### config.mk
export PLATFORM = sky130hd
export DESIGN_NAME = pb_debouncer
export DESIGN_NICKNAME = d
export VERILOG_FILES = /design/src/rtl/pb_debouncer.sv
export SDC_FILE = /design/constraint.sdc
export NUM_CORES = 1
export LEC_CHECK = 0
export BUFFER_PORTS_ARGS = -buffer_cell sky130_fd_sc_hd__buf_4
export CAP_MARGIN = 20
export CORE_MARGIN = 1.5
export CORE_UTILIZATION = 25
export DETAILED_ROUTE_END_ITERATION = 10
export PLACE_DENSITY = 0.45
export SETUP_SLACK_MARGIN = 0.2
export SYNTH_ARGS = -nofsm -noshare
export SYNTH_HDL_FRONTEND = slang
export SYNTH_SLANG_ARGS = --single-unit
export TNS_END_PERCENT = 50
### constraint.sdc
create_clock -name clock -period 2 [get_ports clock]
set_clock_uncertainty 0.15 [all_clocks]
set_input_delay 0.1 -clock clock [delete_from_list [all_inputs] [get_ports clock]]
set_output_delay 0.1 -clock clock [all_outputs]
set_load 0.1 [all_outputs]
### src/rtl/pb_debouncer.sv
// pb_debouncer: synchronizes a raw asynchronous pushbutton and debounces it.
// A SYNC_STAGES flop chain removes metastability. A four-state FSM then
// accepts a new level only after DEBOUNCE_CYCLES consecutive identical
// synchronized samples. Any opposite sample during qualification restarts it.
// Optional feature macro: PB_GLITCH_CNT_EN adds an 8-bit saturating count of
// rejected glitches on the glitchCount port.

module pb_debouncer #(
    parameter int SYNC_STAGES     = 2,
    parameter int DEBOUNCE_CYCLES = 50000,
    parameter int CNT_WIDTH       = 16
) (
    input  logic       clock,
    input  logic       reset,
    input  logic       pbIn,
    output logic       pbOut
`ifdef PB_GLITCH_CNT_EN
    ,
    output logic [7:0] glitchCount
`endif
);

    typedef enum logic [1:0] {
        S_LOW  = 2'b00,
        S_RISE = 2'b01,
        S_HIGH = 2'b10,
        S_FALL = 2'b11
    } state_t;

    // The count value on which the qualifying sample completes a transition.
    localparam logic [CNT_WIDTH-1:0] CNT_LAST = CNT_WIDTH'(DEBOUNCE_CYCLES - 1);
    localparam logic [CNT_WIDTH-1:0] CNT_ONE  = CNT_WIDTH'(1);

    logic [SYNC_STAGES-1:0] sync_r;
    logic                   pb_sync_s;

    state_t                 state_r;
    state_t                 state_nxt_s;
    logic [CNT_WIDTH-1:0]   cnt_r;
    logic [CNT_WIDTH-1:0]   cnt_nxt_s;
    logic                   out_nxt_s;
    logic                   reject_s;

    // Synchronizer chain: bit 0 samples the raw button, the last bit is pb_sync_s.
    always_ff @(posedge clock or negedge reset) begin
        if (!reset) begin
            sync_r <= '0;
        end else begin
            sync_r <= {sync_r[SYNC_STAGES-2:0], pbIn};
        end
    end

    assign pb_sync_s = sync_r[SYNC_STAGES-1];

    // FSM state, stability counter and debounced output registers.
    always_ff @(posedge clock or negedge reset) begin
        if (!reset) begin
            state_r <= S_LOW;
            cnt_r   <= '0;
            pbOut   <= 1'b0;
        end else begin
            state_r <= state_nxt_s;
            cnt_r   <= cnt_nxt_s;
            pbOut   <= out_nxt_s;
        end
    end

    // Next-state logic: qualify a new level, reject anything shorter.
    always_comb begin
        state_nxt_s = state_r;
        cnt_nxt_s   = cnt_r;
        out_nxt_s   = pbOut;
        reject_s    = 1'b0;
        case (state_r)
            S_LOW: begin
                if (pb_sync_s) begin
                    state_nxt_s = S_RISE;
                    cnt_nxt_s   = CNT_ONE;
                end else begin
                    cnt_nxt_s   = '0;
                end
            end
            S_RISE: begin
                if (!pb_sync_s) begin
                    state_nxt_s = S_LOW;
                    cnt_nxt_s   = '0;
                    reject_s    = 1'b1;
                end else if (cnt_r == CNT_LAST) begin
                    state_nxt_s = S_HIGH;
                    cnt_nxt_s   = '0;
                    out_nxt_s   = 1'b1;
                end else begin
                    cnt_nxt_s   = cnt_r + CNT_ONE;
                end
            end
            S_HIGH: begin
                if (!pb_sync_s) begin
                    state_nxt_s = S_FALL;
                    cnt_nxt_s   = CNT_ONE;
                end else begin
                    cnt_nxt_s   = '0;
                end
            end
            S_FALL: begin
                if (pb_sync_s) begin
                    state_nxt_s = S_HIGH;
                    cnt_nxt_s   = '0;
                    reject_s    = 1'b1;
                end else if (cnt_r == CNT_LAST) begin
                    state_nxt_s = S_LOW;
                    cnt_nxt_s   = '0;
                    out_nxt_s   = 1'b0;
                end else begin
                    cnt_nxt_s   = cnt_r + CNT_ONE;
                end
            end
            default: begin
                state_nxt_s = S_LOW;
                cnt_nxt_s   = '0;
                out_nxt_s   = 1'b0;
            end
        endcase
    end

`ifdef PB_GLITCH_CNT_EN
    logic [7:0] glitch_r;

    // Saturating count of rejected glitches, cleared only by reset.
    always_ff @(posedge clock or negedge reset) begin
        if (!reset) begin
            glitch_r <= 8'h00;
        end else if (reject_s && (glitch_r != 8'hFF)) begin
            glitch_r <= glitch_r + 8'h01;
        end else begin
            glitch_r <= glitch_r;
        end
    end

    assign glitchCount = glitch_r;
`else
    // Rejection strobe only feeds the optional glitch counter.
    logic unused_s;
    assign unused_s = reject_s;
`endif

endmodule

==> results of run 1 <==
path summary, 6_finish.rpt:
kind,startpoint,end,depth (start not counted)
setup / recovery,cnt_r[7],pbOut,3
hold / removal,reset,state_r[0],2
setup reg to reg,cnt_r[7],pbOut,3
hold reg to reg,sync_r[0],sync_r[1],0
max in group asynchronous,reset,cnt_r[10],2
min in group clock,sync_r[0],sync_r[1],0
state kept, by name, indices dropped and copies added, names as in the netlist, named ones only:
| register | cells |
|---|---|
| cnt_r | 16 |
| sync_r | 2 |
| pbOut | 1 |
| state_r | 1 |
where the power goes:
group          switching [mW]  internal (mW)  leakage [nW]  total [mW]
Clock                   0.132          0.142        0.0228       0.274
Sequential            0.00465          0.430         0.284       0.435
Combinational          0.0266         0.0197         0.220      0.0463
metal layers:
metal / wire length (um) / up-vias / part of all wire / track usage
li1: - / 363 / - / -
met1: 987 / 364 / 0.47 / 0.1340
met2: 1037 / 9 / 0.49 / 0.1600
met3: 44 / 4 / 0.021 / 0.02385
met4: 42 / 0 / 0.020 / 0.04847
met5: 0 / - / 0 / 0
layout make-up:
cell class,instances,area (um^2)
Fill cell,407,2375
Clock buffer,4,45.04
Multi-Input combinational cell,67,534.3
Sequential cell,21,525.5
Tap cell,48,60.06
Timing Repair Buffer,19,181.4
Inverter,6,22.52
metrics by stage:
stage	util	TNS, ns
after floorplan	-	0
after global placement	0.3068	0
after global routing	0.3656	-0.05426
after detailed placement	0.3068	0
after CTS	0.3262	0
final	0.3656	0
logic make-up (layout without fill, tap and decap cells):
logic type,after synthesis,after routing,synth area share
buf+inv,8,29,0.04120
fa+ha+maj,1,1,0.01248
flops,21,21,0.5243
mux,1,1,0.009988
simple gates,46,46,0.2472
compound gates,4,4,0.03371
xor+xnor,15,15,0.1311
critical path: stages, from the launching register on:
cell	delay, ns
dfrtp_1	0.38
or4b_4	0.57
or4_4	0.59
o311ai_2	0.21
Yosys cell counts:
master / number / area [um^2]
a21oi_1: 1 / 5.000
ha_1: 1 / 12.51
buf_6: 1 / 11.26
nand4b_1: 1 / 8.760
xor2_1: 1 / 8.760
or4_4: 1 / 11.26
or3b_1: 1 / 8.760
nor4_2: 1 / 12.51
nand4_1: 4 / 25.02
xnor2_1: 14 / 122.6
dfrtp_1: 21 / 525.5
nand3_1: 5 / 25.02
o21ai_0: 1 / 5.000
o21a_1: 1 / 7.510
o311ai_2: 1 / 16.27
mux2i_1: 1 / 10.01
inv_1: 6 / 22.52
nor3_1: 4 / 20.02
nor2_1: 20 / 75.07
buf_4: 1 / 7.510
or4b_4: 2 / 27.53
nand2_1: 4 / 15.01
nor4_1: 3 / 18.77
repair_timing:
| action | CTS | global route |
|---|---|---|
| endpoints found under the hold margin | 22 | 0 |
| hold buffers | 2 | 0 |
| endpoints found under the setup margin | 19 | 19 |
| setup buffers | 1 | 3 |
| pin swaps | 1 | 14 |
| gates resized for setup | 0 | 26 |
| gates cloned | 0 | 1 |
==> metrics, run 1 <==
Synthesis Warnings=0; Row Count=22; Slew @ Worst Pin=0.3650 ns; via count=740; WL per Instance=roughly 13 um; Crit Path Max Fanout=3; Ports=4; DRC Markers=0; Clock Latency Late Sink=approximately 0.25 ns; vias in the first global route=about 760; Seq/Total Area, Yosys=0.5243; Slew headroom=0.7549; drt pass-1 iters=4; Slew Viols, Final=0; Placed Instances=154; H-tree Lvls=1; Initial Utilization=0.2677; Synth cell types=23; number of port buffers=3; Clock Pin Slew Worst Setup and Hold Paths=approximately 0.070 ns; cts bufs inserted=3; Post-Place Worst Slack=0.03396 ns; Cells after Synth=96; syn_nets=100; Achievable Freq=503.6 MHz; total power=roughly 0.75 mW; final wirelength=~2100 um; PwrDens=551.4 nW/um^2; Final Cycle Share=0.9928; chip width=roughly 66 um; final HPWL from detailed placement=~1300 um; leak pwr=around 0.53 nW; Die H=between 60 and 70 um; Final nets=roughly 120; CTS Root Cell=clkbuf_8; worst endpoint data arrival time=approximately 2 ns; flops & latches, synth=21; minimum clock period=roughly 2.0 ns; unrepaired setup endpoints after global routing=yes; outcome=completed; Syn Std Cell Area=~1000 um^2; syn avg cell area=10.44 um^2; WHS=approximately 0.11 ns; Max-Cap Viols=0; remaining global-route overflow=0; final hold violation count=0; Final WS setup=approximately 0.014 ns; final setup vio count=0; die area=4398 um^2; ant diodes=0; CP Data Required Time=2.01 ns; Finished Layout Cells=165; Layout area overhead=36.58%; crit end category=register; vias per cell=~4.5; gpl congestion=~0.7; GRT Overall Usage=0.1029; CTS tree=built; initial antenna violation count=0; post-route ant nets=0; fin area=1369 um^2; most frequent cells in the layout=21 x dfrtp_1, 14 x xnor2_1, 14 x buf_4; Worst setup SP type=register; global-route wire length before repair=around 3400 um; Hold Crit Class=primary input to asynchronous set/reset pin; Core Area=3744 um^2; share of cells above drive strength 1=0.3504; largest net degree at the start of global routing=22; placed cell area=~1100 um^2; flop-to-flop setup slack=0.01 ns; initial drt markers=10; clock sinks=21; commonest non-fill, non-tap cell in the layout=dfrtp_1; clock buffer depth=2; VDD IR max=about 0.00028 V; WS Path Type=register to register
No activity file was read; power rests on OpenSTA's default activity.
==> inputs of run 2 (changes only) <==
--- a/config.mk
+++ b/config.mk
@@ -5,7 +5,7 @@
 export SDC_FILE = /design/constraint.sdc
 export NUM_CORES = 1
 export LEC_CHECK = 0
-export BUFFER_PORTS_ARGS = -buffer_cell sky130_fd_sc_hd__buf_4
+export BUFFER_PORTS_ARGS = -buffer_cell sky130_fd_sc_hd__clkbuf_2
 export CAP_MARGIN = 20
 export CORE_MARGIN = 1.5
 export CORE_UTILIZATION = 25
==> metrics, run 2 (same netlist as run 1, synthesis figures left out) <==
WHS=0.1997 ns; Max-Cap Viols=0; DRC Markers=0; VDD IR max=approximately 0.00026 V; share of cells above drive strength 1=0.2389; most frequent cells in the layout=21 x dfrtp_1, 17 x nor2_1, 14 x xnor2_1; WS Path Type=register to register; unrepaired setup endpoints after global routing=yes; Clock Pin Slew Worst Setup and Hold Paths=0.08 ns; crit end category=register; GRT Overall Usage=0.1015; CP Data Required Time=a little over 2 ns; largest registers=cnt_r: 16 flops, sync_r: 2 flops; Buf+Inv Stages, Crit Path=0; CTS tree=built; initial drt markers=10; Final Cycle Share=0.9895; vias in the first global route=~730; ant diodes=0; Core Area=about 3700 um^2; cell family with most CP delay=simple AND/OR/NAND/NOR gates; Ports=4; H-tree Lvls=1; final setup vio count=0; Fill cells=about 410; Layout area overhead=24.59%; leak pwr=0.4972 nW; initial antenna violation count=0; final HPWL from detailed placement=around 1300 um; outcome=completed; CTS Root Cell=clkbuf_8; max FFs per register=16; Largest Register=cnt_r; via count=701; Worst setup SP type=register; Initial Utilization=0.2677; critical path cell sequence=or4b_4, or4_4, o311ai_2; Slew @ Worst Pin=roughly 0.55 ns; gpl congestion=approximately 0.67; Worst path max stage delay=0.58 ns; Crit Path Max Fanout=3; chip width=about 66 um; commonest non-fill, non-tap cell in the layout=dfrtp_1; cts bufs inserted=3; post-route ant nets=0; minimum clock period=approximately 2.0 ns; Row Count=22; Clock Latency Late Sink=around 0.26 ns; drt pass-1 iters=4; Hold Crit Class=primary input to asynchronous set/reset pin; Slowest-stage cell, CP=or4_4; Slew headroom=0.6359; final hold violation count=0; final wirelength=1936 um; global-route wire length before repair=between 3000 and 4000 um; flop-to-flop setup slack=0.02 ns; worst endpoint data arrival time=1.99 ns; remaining global-route overflow=0; reg2reg start=cnt_r[7]; largest net degree at the start of global routing=22; number of port buffers=3; Die H=around 66 um; setup TNS=0 ns; fin area=between 1000 and 1500 um^2; clock sinks=21; PwrDens=approximately 600 nW/um^2; Final nets=about 120; worst setup path startpoint=cnt_r[7]; die area=~4400 um^2; vias per cell=4.354; clock buffer depth=2; Slew Viols, Final=0; placed cell area=about 1100 um^2; WL per Instance=roughly 12 um; Achievable Freq=505.3 MHz
[run 2: cell types whose count changed in the layout (fill, tap and decap cells not counted), sizes merged]
cell    delta
clkbuf     +2
buf        -6
[run 2: where the power goes]
group,total [mW],internal [mW],switching (mW)
logic,0.0339,0.0136,0.0203
clock network,0.281,0.142,0.139
registers,0.434,0.430,0.00459
[run 2: stage by stage]
stage / utilization / instances / total power [mW] / setup WS (ns)
final: 0.3336 / 161 / 0.7490 / 0.02093
after global routing: 0.3336 / 161 / 0.7796 / -0.02028
after CTS: 0.3242 / 161 / 0.7578 / 0.02237
after detailed placement: 0.3068 / 155 / 0.4725 / 0.04523
after global placement: 0.3068 / 155 / 0.4721 / 0.03674
after floorplan: - / 96 / 0.4572 / 0.04314
[run 2: timing repair]
item	CTS	global route
pin swaps	0	3
cloned	0	0
hold buffers	2	0
setup buffers	0	0
endpoints found under the setup margin	18	19
gates resized for setup	0	8
endpoints found under the hold margin	22	0
[run 2: final timing paths]
path / to / cells past startpoint
min: cnt_r[0] / 2
max reg2reg: pbOut / 3
max: pbOut / 3
max in group asynchronous: cnt_r[2] / 2
min in group clock: sync_r[1] / 0
min reg2reg: sync_r[1] / 0
[run 2: final cells by class]
cell class / count / area, um^2 / area share
sequential: 21 / 525.5 / 0.4208
multi-input combinational: 67 / 473.0 / 0.3788
timing repair buffer: 15 / 122.6 / 0.09820
tap: 48 / 60.06 / 0.04810
clock buffer: 4 / 45.04 / 0.03607
inverter: 6 / 22.52 / 0.01804
[run 2: worst register-to-register path, stage by stage (launching register included)]
cell      delay, ns
dfrtp_1        0.38
or4b_4         0.56
or4_4          0.58
o311ai_2       0.22
[run 2: metal layers]
metal,part of all wire,track usage
met2,0.48,0.1600
met3,0.011,0.02044
met5,0,0
met4,0.010,0.04847
met1,0.50,0.1320
==> inputs of run 3 (changes only) <==
--- a/config.mk
+++ b/config.mk
@@ -5,12 +5,13 @@
 export SDC_FILE = /design/constraint.sdc
 export NUM_CORES = 1
 export LEC_CHECK = 0
-export BUFFER_PORTS_ARGS = -buffer_cell sky130_fd_sc_hd__clkbuf_2
 export CAP_MARGIN = 20
 export CORE_MARGIN = 1.5
 export CORE_UTILIZATION = 25
 export DETAILED_ROUTE_END_ITERATION = 10
+export DONT_BUFFER_PORTS = 1
 export PLACE_DENSITY = 0.45
+export RECOVER_POWER = 25
 export SETUP_SLACK_MARGIN = 0.2
 export SYNTH_ARGS = -nofsm -noshare
 export SYNTH_HDL_FRONTEND = slang
==> metrics, run 3 (same netlist as run 1, synthesis figures left out) <==
worst endpoint data arrival time=between 2 and 2.5 ns; Buf+Inv Stages, Crit Path=0; critical path cell sequence=or4b_4, or4_4, o311ai_2; Initial Utilization=0.2677; vias in the first global route=between 700 and 800; Final Util=0.3346; WHS=between 0.2 and 0.25 ns; final setup vio count=1; clock buffer depth=2; Hold Path End=sync_r[1]; Final Cycle Share=1.006; WL per Instance=between 10 and 15 um; flop-to-flop setup slack=-0.01 ns; PwrDens=just under 600 nW/um^2; Largest Register=cnt_r; Finished Layout Cells=approximately 160; vias per cell=~4.3; remaining global-route overflow=0; global-route wire length before repair=roughly 3500 um; Slew Viols, Final=0; Worst Reg2Reg Path Length in Cells=3; Seq. cell area=525.5 um^2; fin area=~1300 um^2; largest net degree at the start of global routing=22; Final nets=121; Row Count=22; Slowest-stage cell, CP=or4_4; VDD IR max=approximately 0.00035 V; die area=between 4000 and 5000 um^2; chip width=66.32 um; Slew @ Worst Pin=0.9726 ns; Die H=around 66 um; Final WS setup=-0.01198 ns; final HPWL from detailed placement=between 1000 and 1500 um; Crit Path Max Fanout=3; Achievable Freq=between 400 and 500 MHz; CTS tree=built; Ports=4; gpl congestion=between 0.7 and 0.8; final wirelength=around 1900 um; outcome=complete, but fails checks; drt pass-1 iters=4; Clock Pin Slew Worst Setup and Hold Paths=roughly 0.070 ns; CTS Root Cell=clkbuf_8; setup TNS=-0.01198 ns; reg2reg end=pbOut; WS Path Type=register to register; Placed Instances=153; total power=0.7392 mW; Worst Hold Path Cells=0; Layout area overhead=24.97%; cts bufs inserted=3; minimum clock period=2.012 ns; via count=between 700 and 800; Hold Crit Start=sync_r[0]; leak pwr=between 0.5 and 0.6 nW; Multi-input gate area=about 450 um^2; GRT Overall Usage=0.1045; max FFs per register=16; clock sinks=21; Fill cells=about 420; Clock Latency Late Sink=about 0.25 ns; share of cells above drive strength 1=0.2241; CP Data Required Time=~2.0 ns; number of port buffers=0; ant diodes=0; commonest non-fill, non-tap cell in the layout=dfrtp_1; unrepaired setup endpoints after global routing=yes; reg2reg start=cnt_r[10]; post-route ant nets=0; initial drt markers=14; crit end category=register; failing checks=negative setup slack; Hold Crit Class=register to register; Post-Place Worst Slack=around 0.031 ns; most frequent cells in the layout=21 x dfrtp_1, 20 x nor2_1, 14 x xnor2_1, 14 x buf_4, 6 x inv_1; Worst setup SP type=register; H-tree Lvls=1; Core Area=approximately 3700 um^2; cell family with most CP delay=simple AND/OR/NAND/NOR gates; Slew headroom=0.3495; Worst path max stage delay=0.59 ns; Max-Cap Viols=0; largest registers=cnt_r: 16 flops, sync_r: 2 flops; initial antenna violation count=0; DRC Markers=0; final hold violation count=0; placed cell area=~1100 um^2
## run 3: changes by cell type in the layout (fill, tap and decap cells not counted)
| cell | delta |
|---|---|
| nor4_1 | +1 |
| nor4_2 | -1 |
| nor2_1 | +3 |
| clkbuf_2 | -2 |
| buf_4 | +5 |
| nor2_2 | -1 |
| nor2_4 | -2 |
## run 3: final cells by class
class | count | area share
clock buffer | 4 | 0.03596
multi-input combinational | 67 | 0.3586
sequential | 21 | 0.4196
inverter | 6 | 0.01798
timing repair buffer | 18 | 0.1199
tap | 48 | 0.04795
## run 3: timing repair
action                                 4_1_cts  5_1_grt
buffers inserted                             1        4
setup endpoints to repair                   18       19
resized for setup                            0        2
pin swaps                                    1        3
hold buffers                                 2        0
endpoints found under the hold margin       22        0
## run 3: worst register-to-register path, stage by stage, from the launching register on
cell and delay, ns:
dfrtp_1 0.38, or4b_4 0.55, or4_4 0.59, o311ai_2 0.25
## run 3: power breakdown
| group | total (mW) | internal [mW] | switching, mW |
|---|---|---|---|
| clock network | 0.274 | 0.142 | 0.132 |
| registers | 0.434 | 0.430 | 0.00442 |
| logic | 0.0310 | 0.0124 | 0.0186 |
## run 3: worst max-delay path by stage
stage / end / slack [ns] / depth (start not counted) / startpoint
final: pbOut / -0.01 / 3 / cnt_r[10]
after global routing: pbOut / -0.05 / 3 / cnt_r[10]
after CTS: pbOut / 0.02 / 3 / cnt_r[11]
after detailed placement: pbOut / 0.03 / 3 / cnt_r[7]
after global placement: cnt_r[4] / 0.03 / 5 / cnt_r[11]
after floorplan: pbOut / 0.04 / 4 / cnt_r[7]
## run 3: metal layers
metal  track usage  up-vias  wire [um]
li1              -      366          -
met4       0.04592        0         27
met3       0.02044        2         38
met5             0        -          0
met2        0.1588        4        889
met1        0.1432      340        952
